### config.mk
export PLATFORM = sky130hd
export DESIGN_NAME = zeroheti_addr_demux_flat
export DESIGN_NICKNAME = d
export VERILOG_FILES = /design/src/rtl/zeroheti_pkg.sv /design/src/rtl/zeroheti_addr_demux_if.sv /design/src/rtl/zeroheti_addr_decode.sv /design/src/rtl/zeroheti_addr_demux.sv /design/src/flat_wrapper.sv
export SDC_FILE = /design/constraint.sdc
export NUM_CORES = 1
export LEC_CHECK = 0
export CAP_MARGIN = 40
export CORE_AREA = 2 2 145 147
export DETAILED_ROUTE_END_ITERATION = 7
export DIE_AREA = 0 0 147 149
export GPL_TIMING_DRIVEN = 1
export PLACE_DENSITY = 0.57
export SYNTH_ARGS = -nofsm -noshare
export SYNTH_HDL_FRONTEND = slang
export SYNTH_SLANG_ARGS = --single-unit
### constraint.sdc
create_clock -name clk_i -period 3.6 [get_ports clk_i]
set_input_delay 0.72 -clock clk_i [delete_from_list [all_inputs] [get_ports clk_i]]
set_output_delay 0.72 -clock clk_i [all_outputs]
set_load 0.02 [all_outputs]
### src/rtl/zeroheti_pkg.sv
// Shared interconnect types: address rule, default two-region map, demux port index.
package zeroheti_pkg;

    localparam int unsigned AddrW         = 32;
    localparam int unsigned DemuxNumRules = 2;

    typedef struct packed {
        logic [AddrW-1:0] base;  // inclusive
        logic [AddrW-1:0] last;  // exclusive
    } addr_rule_t;

    // One extra code point so the optional internal error responder has an index.
    typedef logic [$clog2(DemuxNumRules+1)-1:0] demux_idx_t;

    localparam addr_rule_t [DemuxNumRules-1:0] AddrMap = '{
        '{base: 32'h0000_9000, last: 32'h0000_A000},
        '{base: 32'h0000_0000, last: 32'h0000_1000}
    };

endpackage

### src/rtl/zeroheti_addr_demux_if.sv
// Initiator-side and target-side bus of the address demux; slave = demux view.
interface zeroheti_addr_demux_if #(
    parameter int unsigned NumRules  = 2,
    parameter int unsigned AddrWidth = 32,
    parameter int unsigned DataWidth = 32
);
    logic                               ini_req_i;
    logic                               ini_gnt_o;
    logic [AddrWidth-1:0]               ini_addr_i;
    logic                               ini_we_i;
    logic [DataWidth/8-1:0]             ini_be_i;
    logic [DataWidth-1:0]               ini_wdata_i;
    logic                               ini_rvalid_o;
    logic [DataWidth-1:0]               ini_rdata_o;
    logic                               ini_err_o;

    logic [NumRules-1:0]                tgt_req_o;
    logic [NumRules-1:0]                tgt_gnt_i;
    logic [NumRules-1:0]                tgt_rvalid_i;
    logic [NumRules-1:0][DataWidth-1:0] tgt_rdata_i;
    logic [NumRules-1:0]                tgt_err_i;
    logic [AddrWidth-1:0]               tgt_addr_o;
    logic                               tgt_we_o;
    logic [DataWidth/8-1:0]             tgt_be_o;
    logic [DataWidth-1:0]               tgt_wdata_o;

    modport slave (
        input  ini_req_i, ini_addr_i, ini_we_i, ini_be_i, ini_wdata_i,
        input  tgt_gnt_i, tgt_rvalid_i, tgt_rdata_i, tgt_err_i,
        output ini_gnt_o, ini_rvalid_o, ini_rdata_o, ini_err_o,
        output tgt_req_o, tgt_addr_o, tgt_we_o, tgt_be_o, tgt_wdata_o
    );

    modport master (
        output ini_req_i, ini_addr_i, ini_we_i, ini_be_i, ini_wdata_i,
        output tgt_gnt_i, tgt_rvalid_i, tgt_rdata_i, tgt_err_i,
        input  ini_gnt_o, ini_rvalid_o, ini_rdata_o, ini_err_o,
        input  tgt_req_o, tgt_addr_o, tgt_we_o, tgt_be_o, tgt_wdata_o
    );
endinterface

### src/rtl/zeroheti_addr_decode.sv
// Combinational region decoder: lowest matching rule index wins, match flag when any hits.
module zeroheti_addr_decode
    import zeroheti_pkg::*;
#(
    parameter int unsigned NumRules  = 2,
    parameter int unsigned AddrWidth = 32,
    parameter int unsigned IdxW      = 2
) (
    input  addr_rule_t [NumRules-1:0] addr_map_i,
    input  logic [AddrWidth-1:0]       addr_i,
    output logic [IdxW-1:0]            sel_o,
    output logic                       match_o
);
    always_comb begin
        sel_o   = '0;
        match_o = 1'b0;
        // Walk downwards so the lowest matching index overwrites the others.
        for (int i = int'(NumRules) - 1; i >= 0; i--) begin
            if ((addr_i >= addr_map_i[i].base) && (addr_i < addr_map_i[i].last)) begin
                sel_o   = IdxW'(i);
                match_o = 1'b1;
            end
        end
    end
endmodule

### src/rtl/zeroheti_addr_demux.sv
// In-order address demux; ZEROHETI_DEMUX_ERR_RESP_EN adds an internal error responder
// for unmapped addresses instead of falling back to port DefaultIdx.
module zeroheti_addr_demux
    import zeroheti_pkg::*;
#(
    parameter int unsigned NumRules       = 2,
    parameter int unsigned MaxOutstanding = 4,
    parameter int unsigned AddrWidth      = 32,
    parameter int unsigned DataWidth      = 32,
    parameter int unsigned DefaultIdx     = 0
) (
    input  logic                       clk_i,
    input  logic                       rst_i,
    input  addr_rule_t [NumRules-1:0]  addr_map_i,
    zeroheti_addr_demux_if.slave       bus
);
    localparam int unsigned IdxW = $clog2(NumRules + 1);
    localparam int unsigned CntW = $clog2(MaxOutstanding + 1);

    logic [IdxW-1:0] w_dec_sel;
    logic [IdxW-1:0] w_sel;
    logic            w_match;
    logic            w_stall;
    logic            w_sel_gnt;
    logic            w_rsp_raw;
    logic            w_hs;
    logic            w_rsp;
    logic [CntW-1:0] r_cnt;
    logic [IdxW-1:0] r_owner;

    zeroheti_addr_decode #(
        .NumRules  (NumRules),
        .AddrWidth (AddrWidth),
        .IdxW      (IdxW)
    ) u_decode (
        .addr_map_i (addr_map_i),
        .addr_i     (bus.ini_addr_i),
        .sel_o      (w_dec_sel),
        .match_o    (w_match)
    );

`ifdef ZEROHETI_DEMUX_ERR_RESP_EN
    localparam logic [IdxW-1:0] ErrIdx = IdxW'(NumRules);
    logic r_err_pend;
    assign w_sel = w_match ? w_dec_sel : ErrIdx;
`else
    assign w_sel = w_match ? w_dec_sel : IdxW'(DefaultIdx);
`endif

    // Responses must come back in order, so switching targets waits for a full drain.
    assign w_stall = (r_cnt == CntW'(MaxOutstanding)) ||
                     ((r_cnt != '0) && (w_sel != r_owner));

    always_comb begin
        w_sel_gnt        = 1'b0;
        w_rsp_raw        = 1'b0;
        bus.tgt_req_o    = '0;
        bus.ini_rdata_o  = '0;
        bus.ini_err_o    = 1'b0;
        for (int i = 0; i < int'(NumRules); i++) begin
            if (w_sel == IdxW'(i)) begin
                w_sel_gnt        = bus.tgt_gnt_i[i];
                bus.tgt_req_o[i] = bus.ini_req_i & ~w_stall;
            end
            if (r_owner == IdxW'(i)) begin
                w_rsp_raw       = bus.tgt_rvalid_i[i];
                bus.ini_rdata_o = bus.tgt_rdata_i[i];
                bus.ini_err_o   = bus.tgt_err_i[i];
            end
        end
`ifdef ZEROHETI_DEMUX_ERR_RESP_EN
        if (w_sel == ErrIdx) begin
            w_sel_gnt = bus.ini_req_i;
        end
        if (r_owner == ErrIdx) begin
            w_rsp_raw     = r_err_pend;
            bus.ini_err_o = r_err_pend;
        end
`endif
    end

    assign bus.ini_gnt_o    = w_sel_gnt & ~w_stall;
    assign bus.ini_rvalid_o = w_rsp_raw & (r_cnt != '0);
    assign w_hs             = bus.ini_req_i & bus.ini_gnt_o;
    assign w_rsp            = bus.ini_rvalid_o;

    assign bus.tgt_addr_o   = bus.ini_addr_i;
    assign bus.tgt_we_o     = bus.ini_we_i;
    assign bus.tgt_be_o     = bus.ini_be_i;
    assign bus.tgt_wdata_o  = bus.ini_wdata_i;

    always_ff @(posedge clk_i or posedge rst_i) begin
        if (rst_i) begin
            r_cnt   <= '0;
            r_owner <= '0;
        end else begin
            if (w_hs && !w_rsp) begin
                r_cnt <= r_cnt + CntW'(1);
            end else if (!w_hs && w_rsp) begin
                r_cnt <= r_cnt - CntW'(1);
            end
            if (w_hs) begin
                r_owner <= w_sel;
            end
        end
    end

`ifdef ZEROHETI_DEMUX_ERR_RESP_EN
    always_ff @(posedge clk_i or posedge rst_i) begin
        if (rst_i) begin
            r_err_pend <= 1'b0;
        end else begin
            r_err_pend <= w_hs && (w_sel == ErrIdx);
        end
    end
`endif

endmodule

### src/flat_wrapper.sv
// flat-port wrapper written by rule: the top's interface ports become plain ports
module zeroheti_addr_demux_flat import zeroheti_pkg::*;
#(
    parameter int unsigned NumRules       = 2,
    parameter int unsigned MaxOutstanding = 4,
    parameter int unsigned AddrWidth      = 32,
    parameter int unsigned DataWidth      = 32,
    parameter int unsigned DefaultIdx     = 0
)
  (clk_i, rst_i, addr_map_i, bus_ini_req_i, bus_ini_addr_i, bus_ini_we_i, bus_ini_be_i, bus_ini_wdata_i, bus_tgt_gnt_i, bus_tgt_rvalid_i, bus_tgt_rdata_i, bus_tgt_err_i, bus_ini_gnt_o, bus_ini_rvalid_o, bus_ini_rdata_o, bus_ini_err_o, bus_tgt_req_o, bus_tgt_addr_o, bus_tgt_we_o, bus_tgt_be_o, bus_tgt_wdata_o);
  zeroheti_addr_demux_if #(.NumRules(NumRules), .AddrWidth(AddrWidth), .DataWidth(DataWidth)) bus_i ();
  input  logic clk_i;
  input  logic rst_i;
  input  addr_rule_t [NumRules-1:0] addr_map_i;
  input wire logic [$bits(bus_i.ini_req_i)-1:0] bus_ini_req_i;
  input wire logic [$bits(bus_i.ini_addr_i)-1:0] bus_ini_addr_i;
  input wire logic [$bits(bus_i.ini_we_i)-1:0] bus_ini_we_i;
  input wire logic [$bits(bus_i.ini_be_i)-1:0] bus_ini_be_i;
  input wire logic [$bits(bus_i.ini_wdata_i)-1:0] bus_ini_wdata_i;
  input wire logic [$bits(bus_i.tgt_gnt_i)-1:0] bus_tgt_gnt_i;
  input wire logic [$bits(bus_i.tgt_rvalid_i)-1:0] bus_tgt_rvalid_i;
  input wire logic [$bits(bus_i.tgt_rdata_i)-1:0] bus_tgt_rdata_i;
  input wire logic [$bits(bus_i.tgt_err_i)-1:0] bus_tgt_err_i;
  output wire logic [$bits(bus_i.ini_gnt_o)-1:0] bus_ini_gnt_o;
  output wire logic [$bits(bus_i.ini_rvalid_o)-1:0] bus_ini_rvalid_o;
  output wire logic [$bits(bus_i.ini_rdata_o)-1:0] bus_ini_rdata_o;
  output wire logic [$bits(bus_i.ini_err_o)-1:0] bus_ini_err_o;
  output wire logic [$bits(bus_i.tgt_req_o)-1:0] bus_tgt_req_o;
  output wire logic [$bits(bus_i.tgt_addr_o)-1:0] bus_tgt_addr_o;
  output wire logic [$bits(bus_i.tgt_we_o)-1:0] bus_tgt_we_o;
  output wire logic [$bits(bus_i.tgt_be_o)-1:0] bus_tgt_be_o;
  output wire logic [$bits(bus_i.tgt_wdata_o)-1:0] bus_tgt_wdata_o;
  assign bus_i.ini_req_i = bus_ini_req_i;
  assign bus_i.ini_addr_i = bus_ini_addr_i;
  assign bus_i.ini_we_i = bus_ini_we_i;
  assign bus_i.ini_be_i = bus_ini_be_i;
  assign bus_i.ini_wdata_i = bus_ini_wdata_i;
  assign bus_i.tgt_gnt_i = bus_tgt_gnt_i;
  assign bus_i.tgt_rvalid_i = bus_tgt_rvalid_i;
  assign bus_i.tgt_rdata_i = bus_tgt_rdata_i;
  assign bus_i.tgt_err_i = bus_tgt_err_i;
  assign bus_ini_gnt_o = bus_i.ini_gnt_o;
  assign bus_ini_rvalid_o = bus_i.ini_rvalid_o;
  assign bus_ini_rdata_o = bus_i.ini_rdata_o;
  assign bus_ini_err_o = bus_i.ini_err_o;
  assign bus_tgt_req_o = bus_i.tgt_req_o;
  assign bus_tgt_addr_o = bus_i.tgt_addr_o;
  assign bus_tgt_we_o = bus_i.tgt_we_o;
  assign bus_tgt_be_o = bus_i.tgt_be_o;
  assign bus_tgt_wdata_o = bus_i.tgt_wdata_o;
  zeroheti_addr_demux #(.NumRules(NumRules), .MaxOutstanding(MaxOutstanding), .AddrWidth(AddrWidth), .DataWidth(DataWidth), .DefaultIdx(DefaultIdx)) u_core (.clk_i(clk_i), .rst_i(rst_i), .addr_map_i(addr_map_i), .bus(bus_i));
endmodule
# [Word-level counts from Yosys, hierarchy flattened]
# Cells that the tools add are included.
[classes] n_bitwise=5 eq_ne=4 n_lt_le_gt_ge=4 shift=0 n_div=0 mul=0 n_reduce_logical=12 muxes=17 n_addsub=2
[op_table] cell=">= comparator 32 bit" n=2
[op_table] cell="< comparator 32 bit" n=2
[op_table] cell="two-way mux 32 bit" n=2
[op_table] cell="two-way mux 1 bit" n=11
[op_table] cell="two-way mux 3 bit" n=2
[op_table] cell="logical AND 1 bit" n=5
[op_table] cell="bitwise AND 1 bit" n=4
[op_table] cell="equality test 2 x 1 -> 1 bit, second input constant" n=2
[op_table] cell="zero test 2 bit" n=2
[op_table] cell="two-way mux 2 bit" n=2
[op_table] cell="adder 3 x 1 -> 3 bit, second input constant" n=1
[op_table] cell="equality test 3 bit, second input constant" n=1
[op_table] cell="nonzero test 3 bit" n=1
[op_table] cell="subtractor 3 x 1 -> 3 bit, second input constant" n=1
[op_table] cell="zero test 1 bit" n=2
[op_table] cell="inequality test 2 bit" n=1
[op_table] cell="nonzero test 2 bit" n=1
[op_table] cell="logical OR 1 bit" n=1
[op_table] cell="inverter 1 bit" n=1
[totals] input_bits=270 n_memories=0 mem_bits_rw=0 output_inout_bits=106 latchBits=0 word_cells=46 mem_bits_ro=0 reg_bits=5

# [Logic depth before layout (Yosys ltp)]
[logic_depth] depth_word=15 mapped_depth=17 depth_no_buf=16

# [Modules after synthesis]
# Synthesis repeated with hierarchy kept, for this count alone.
[unflattened] cells_unflattened=623 area_unflattened_um2=4548.1
[modules_own_cells] module="zeroheti_addr_decode" seq_area_each_um2=0.0 cells_each=438 instances=1 area_per_inst_um2=3144.3
[modules_own_cells] module="zeroheti_addr_demux" seq_area_each_um2=125.1 cells_each=185 instances=1 area_per_inst_um2=1403.8

# [Worst setup path before layout]
# OpenSTA, ideal clock, no wires.
[synth_timing] kind="input to register" from="input port bus_ini_addr_i[0]" to="register u_core.r_cnt[2]" path_slack_ns=-0.088 path_stages=17 n_path_buf=1 arrival_time_ns=3.608 setup_time_ns=0.079 required_ns=3.521 path_cell_list="inv_1 ha_1 nand2b_4 a2111oi_4 a2111oi_1 a2111oi_2 a21oi_1 o21a_1 and3_4 buf_6 mux2i_1 ha_1 inv_1 fa_1 xor2_1 nor2_1 xor2_1"
[synth_between] elab_chain_len=14 word_cells_on_any_way=26 cone_classes="order compare: 4; eq/ne: 2; mux: 8; bitwise: 3; reduce/logical: 9"
[synth_lines] item="from (decl)" line="flat_wrapper.sv:16" rtl="input wire logic [$bits(bus_i.ini_addr_i)-1:0] bus_ini_addr_i;"
[synth_lines] item=">= comparator 32 bit or < comparator 32 bit (tied branches)" line="zeroheti_addr_decode.sv:19" rtl="if ((addr_i >= addr_map_i[i].base) && (addr_i < addr_map_i[i].last)) begin"
[synth_lines] item="logical AND 1 bit" line="zeroheti_addr_decode.sv:19"
[synth_lines] item="two-way mux 1 bit" line="zeroheti_addr_decode.sv:19"
[synth_lines] item="two-way mux 2 bit or two-way mux 1 bit (tied branches)" line="zeroheti_addr_decode.sv:19"
[synth_lines] item="two-way mux 2 bit (*)" line="zeroheti_addr_demux.sv:47" rtl="assign w_sel = w_match ? w_dec_sel : IdxW'(DefaultIdx);"
[synth_lines] item="inequality test 2 bit" line="zeroheti_addr_demux.sv:52" rtl="((r_cnt != '0) && (w_sel != r_owner));"
[synth_lines] item="logical AND 1 bit" line="zeroheti_addr_demux.sv:52"
[synth_lines] item="logical OR 1 bit" line="zeroheti_addr_demux.sv:51" rtl="assign w_stall = (r_cnt == CntW'(MaxOutstanding)) ||"
[synth_lines] item="inverter 1 bit" line="zeroheti_addr_demux.sv:82" rtl="assign bus.ini_gnt_o = w_sel_gnt & ~w_stall;"
[synth_lines] item="bitwise AND 1 bit (*)" line="zeroheti_addr_demux.sv:82"
[synth_lines] item="bitwise AND 1 bit (*)" line="zeroheti_addr_demux.sv:84" rtl="assign w_hs = bus.ini_req_i & bus.ini_gnt_o;"
[synth_lines] item="via u_core.w_hs" line="zeroheti_addr_demux.sv:26" rtl="logic w_hs;"
[synth_lines] item="zero test 1 bit" line="zeroheti_addr_demux.sv:99" rtl="end else if (!w_hs && w_rsp) begin"
[synth_lines] item="logical AND 1 bit" line="zeroheti_addr_demux.sv:99"
[synth_lines] item="nonzero test 2 bit (no line)"
[synth_lines] item="to (signal assigned)" line="zeroheti_addr_demux.sv:98" rtl="r_cnt <= r_cnt + CntW'(1);"
[synth_lines] item="to (signal assigned)" line="zeroheti_addr_demux.sv:100" rtl="r_cnt <= r_cnt - CntW'(1);"
[synth_lines] item="to (decl)" line="zeroheti_addr_demux.sv:28" rtl="logic [CntW-1:0] r_cnt;"
# Mark *: on every way through the listed nets, which the timed path passes. The rest lies on a longest branch.
# A chain may end at the register's enable or synchronous reset.

# [Worst setup path after layout]
[layout_timing] from="input port bus_ini_addr_i[12]" to="output port bus_ini_gnt_o"
[layout_between] elab_chain_len=10 word_cells_on_any_way=20 cone_classes="order compare: 4; eq/ne: 2; mux: 7; bitwise: 2; reduce/logical: 5"
[layout_lines] item=">= comparator 32 bit or < comparator 32 bit (tied branches)" line="zeroheti_addr_decode.sv:19"
[layout_lines] item="logical AND 1 bit" line="zeroheti_addr_decode.sv:19"
[layout_lines] item="two-way mux 1 bit" line="zeroheti_addr_decode.sv:19"
[layout_lines] item="two-way mux 2 bit or two-way mux 1 bit (tied branches)" line="zeroheti_addr_decode.sv:19"
[layout_lines] item="two-way mux 2 bit (*)" line="zeroheti_addr_demux.sv:47"
[layout_lines] item="inequality test 2 bit" line="zeroheti_addr_demux.sv:52"
[layout_lines] item="logical AND 1 bit" line="zeroheti_addr_demux.sv:52"
[layout_lines] item="logical OR 1 bit" line="zeroheti_addr_demux.sv:51"
[layout_lines] item="inverter 1 bit" line="zeroheti_addr_demux.sv:82"
[layout_lines] item="bitwise AND 1 bit (*)" line="zeroheti_addr_demux.sv:82"
[layout_lines] item="to (decl)" line="flat_wrapper.sv:24" rtl="output wire logic [$bits(bus_i.ini_gnt_o)-1:0] bus_ini_gnt_o;"
# Mark *: on every way between the ends. The rest lies on a longest branch, timed or not.

==> run metrics <==
status finished with violations; failing checks negative setup slack; Hold Buf Count CTS 0; Startpoint Class primary input; Routed WL per cell 16.8 um; most used cell, CP buf_4; share of post-route cells with drive strength above 1 44.2%; Worst Skew 0.000327 ns; CP max FO 4; first-pass GRT wire length 29.3 mm; EDFF count, synth 0; Crit path max-delay family buffers and inverters; sequential cell area 100 um2; maximum root-to-sink buffer count 2; peak supply drop 0.292 mV; Critical Path AT 3.06 ns; CP Data Required Time 2.88 ns; grt ovf 0; Clock Tree Root clkbuf_16; crit path max-delay cell type a31oi_2; largest net degree at the start of global routing 26; Worst Setup End Kind output port; via count 5,120; worst path bufs/invs 6; Die W 147 um; Place WS -1.39 ns; number of I/O pins 376; Sink Count 4; dpl cell area 7850 um2; antenna viol nets, final 0; worst setup margin -0.184 ns; setup violators final 5; Starting Density 21.2%; post-synth cell types 49; multi-input logic area 4520 um2; share of the synthesized area in the top cell type 36.4%; post-route clock period utilization 105%; Power, Total 2.04 mW; Synth async-reset ratio 100%; initial DRC count 73; die area 21,900 um2; Largest stage delay, worst path 0.27 ns; Area growth, synth to finish 111%; 1st-pass router iterations 4; pwr/cell area 221 nW/um2; DRC viols 0; DR vias/cell 4.34; worst min-delay path class reg -> reg; Post-Syn Area per Cell 7.71 um2; Max-Cap Viols 0; Detailed Place HPWL 17.1 mm; fin. max-slew vios 0; Rel. slew slack 76.9%; Final #Nets 1,299; antenna violations before repair 8; Worst Max-Slew Pin Slew 0.343 ns; clock buffer count from CTS 3; Fillers 2,033; dominant cell type by area after synthesis ha_1; Final Hold Viols 0; worst hold margin 0.493 ns; number of I/O port buffers 301; Synth Register Bits 4; Synth Net Count 964; final wirelength 19.8 mm; clk_lat worst skew 0.23 ns; Rows 53; synth warn 0; synthesized cell area 4360 um2; design area 9210 um2; RSZ-0062 raised after global routing true; # H-tree levels 1; critical path class in -> out; vias in the first global route 5,506; Post-Synthesis Cells 566; Tmin final 3.78 ns; top_reg_cell synth dfrtp_1; clk slew on worst S/H paths 0.03 ns; Routability Congestion 0.804; CP Cell Sequence buf_2 -> buf_6 -> buf_4 -> ha_4 -> nand4_1 -> buf_4 -> nand2b_1 -> a31oi_2 -> a311oi_4 -> o21ai_2 -> and3_4 -> buf_6 -> mux2i_1 -> buf_4; post-synthesis sequential area ratio 2.29%; Die Y-Extent 149 um; TritonCTS clock tree yes; Core Region 20,600 um2; top cells by area, synth ha_1 (36%), buf_4 (12%), inv_1 (11%); Leak 4.29 nW; Overall Global Routing Usage 17.1%; max frequency 264 MHz
-- power breakdown --
part | internal, mW | switching [mW]
combinational | 0.973 | 0.784
sequential | 0.0701 | 0.0318
clock | 0.142 | 0.0353
-- path summary, 6_finish.rpt --
path                               startpoint                 to  slack, ns  depth (start not counted)
max                        bus_ini_addr_i[12]      bus_ini_gnt_o      -0.18                         14
min                           u_core.r_cnt[2]    u_core.r_cnt[2]       0.49                          1
max reg2reg                   u_core.r_cnt[0]    u_core.r_cnt[2]       1.16                         10
min reg2reg                   u_core.r_cnt[2]    u_core.r_cnt[2]       0.49                          1
max in group asynchronous               rst_i    u_core.r_cnt[0]       2.77                          2
min in group asynchronous               rst_i  u_core.r_owner[0]       0.68                          2
-- registers in the layout, indices dropped and copies added, names as in the netlist --
signal / flops
u_core.r_cnt: 3
u_core.r_owner: 1
-- stage by stage --
stage                     cells  util [%]  setup TNS (ns)
final                      1180      44.8          -0.553
after global routing       1179      44.8           -1.05
after CTS                  1167      43.6          -0.482
after detailed placement   1156      38.2           -7.58
after global placement     1156      38.2           -8.06
after floorplan             566         -               0
-- cell usage after synthesis (all sizes together) (2+ instances only) --
cell / number
nor3: 4
nor2: 11
a221oi: 6
o21a: 3
mux2i: 2
ha: 127
nand2: 21
and3: 3
xor2: 2
nor2b: 2
nand4: 14
a211oi: 5
dfrtp: 4
mux2: 35
o221ai: 2
a21o: 25
and4: 7
clkbuf: 4
a211o: 2
buf: 70
a21oi: 29
o211ai: 2
nand3: 11
inv: 131
o21ai: 21
nand2b: 4
a2111oi: 4
-- per-layer routing --
metal | vias up | global-route usage [%] | share of wire (%)
met5 | - | 0 | 0.066
met4 | 2 | 3.94 | 1.4
met3 | 20 | 3.52 | 6.7
met2 | 202 | 34.1 | 54
met1 | 2334 | 18.2 | 38
li1 | 2562 | - | -
-- cell families after synthesis --
kind of cell	synth area share [%]
and+or+nand+nor	10.4
xor gates and xnor gates	0.602
adders and majority gates	36.9
AOI/OAI and AO/OA	16.5
buffers and inverters	23.7
muxes	9.49
DFF	2.29
-- layout by cell type (no fill, tap or decap), types with 10 or more instances in the layout --
cell             Yosys  layout
a21o_1              25      25
a21oi_1             29      13
a21oi_2              0      15
buf_2                0      20
buf_4               69      90
buf_6                1      19
clkdlybuf4s15_1      0      10
clkdlybuf4s50_1      0     175
dlygate4sd2_1        0      66
ha_1               127      51
ha_4                 0      68
inv_1              131      68
inv_2                0      62
mux2_2              35      34
nand2_1             21      14
nand3_1             11      10
nand4_1             14      14
-- cell type report --
type                    instances  share of cell area [%]
clock buffers                   3                   0.815
inverters                     131                    5.39
repair buffers                404                    39.7
multi-input cells             357                    49.1
flip-flops and latches          4                    1.09
well taps                     275                    3.74
diodes                          6                   0.163
-- repair_timing --
action / 4_1_cts / 5_1_grt
resized for setup: 456 / 68
setup endpoints to repair: 7 / 5
buffers inserted: 12 / 7
pin swaps: 120 / 44
(Power assumes the default switching activity.)
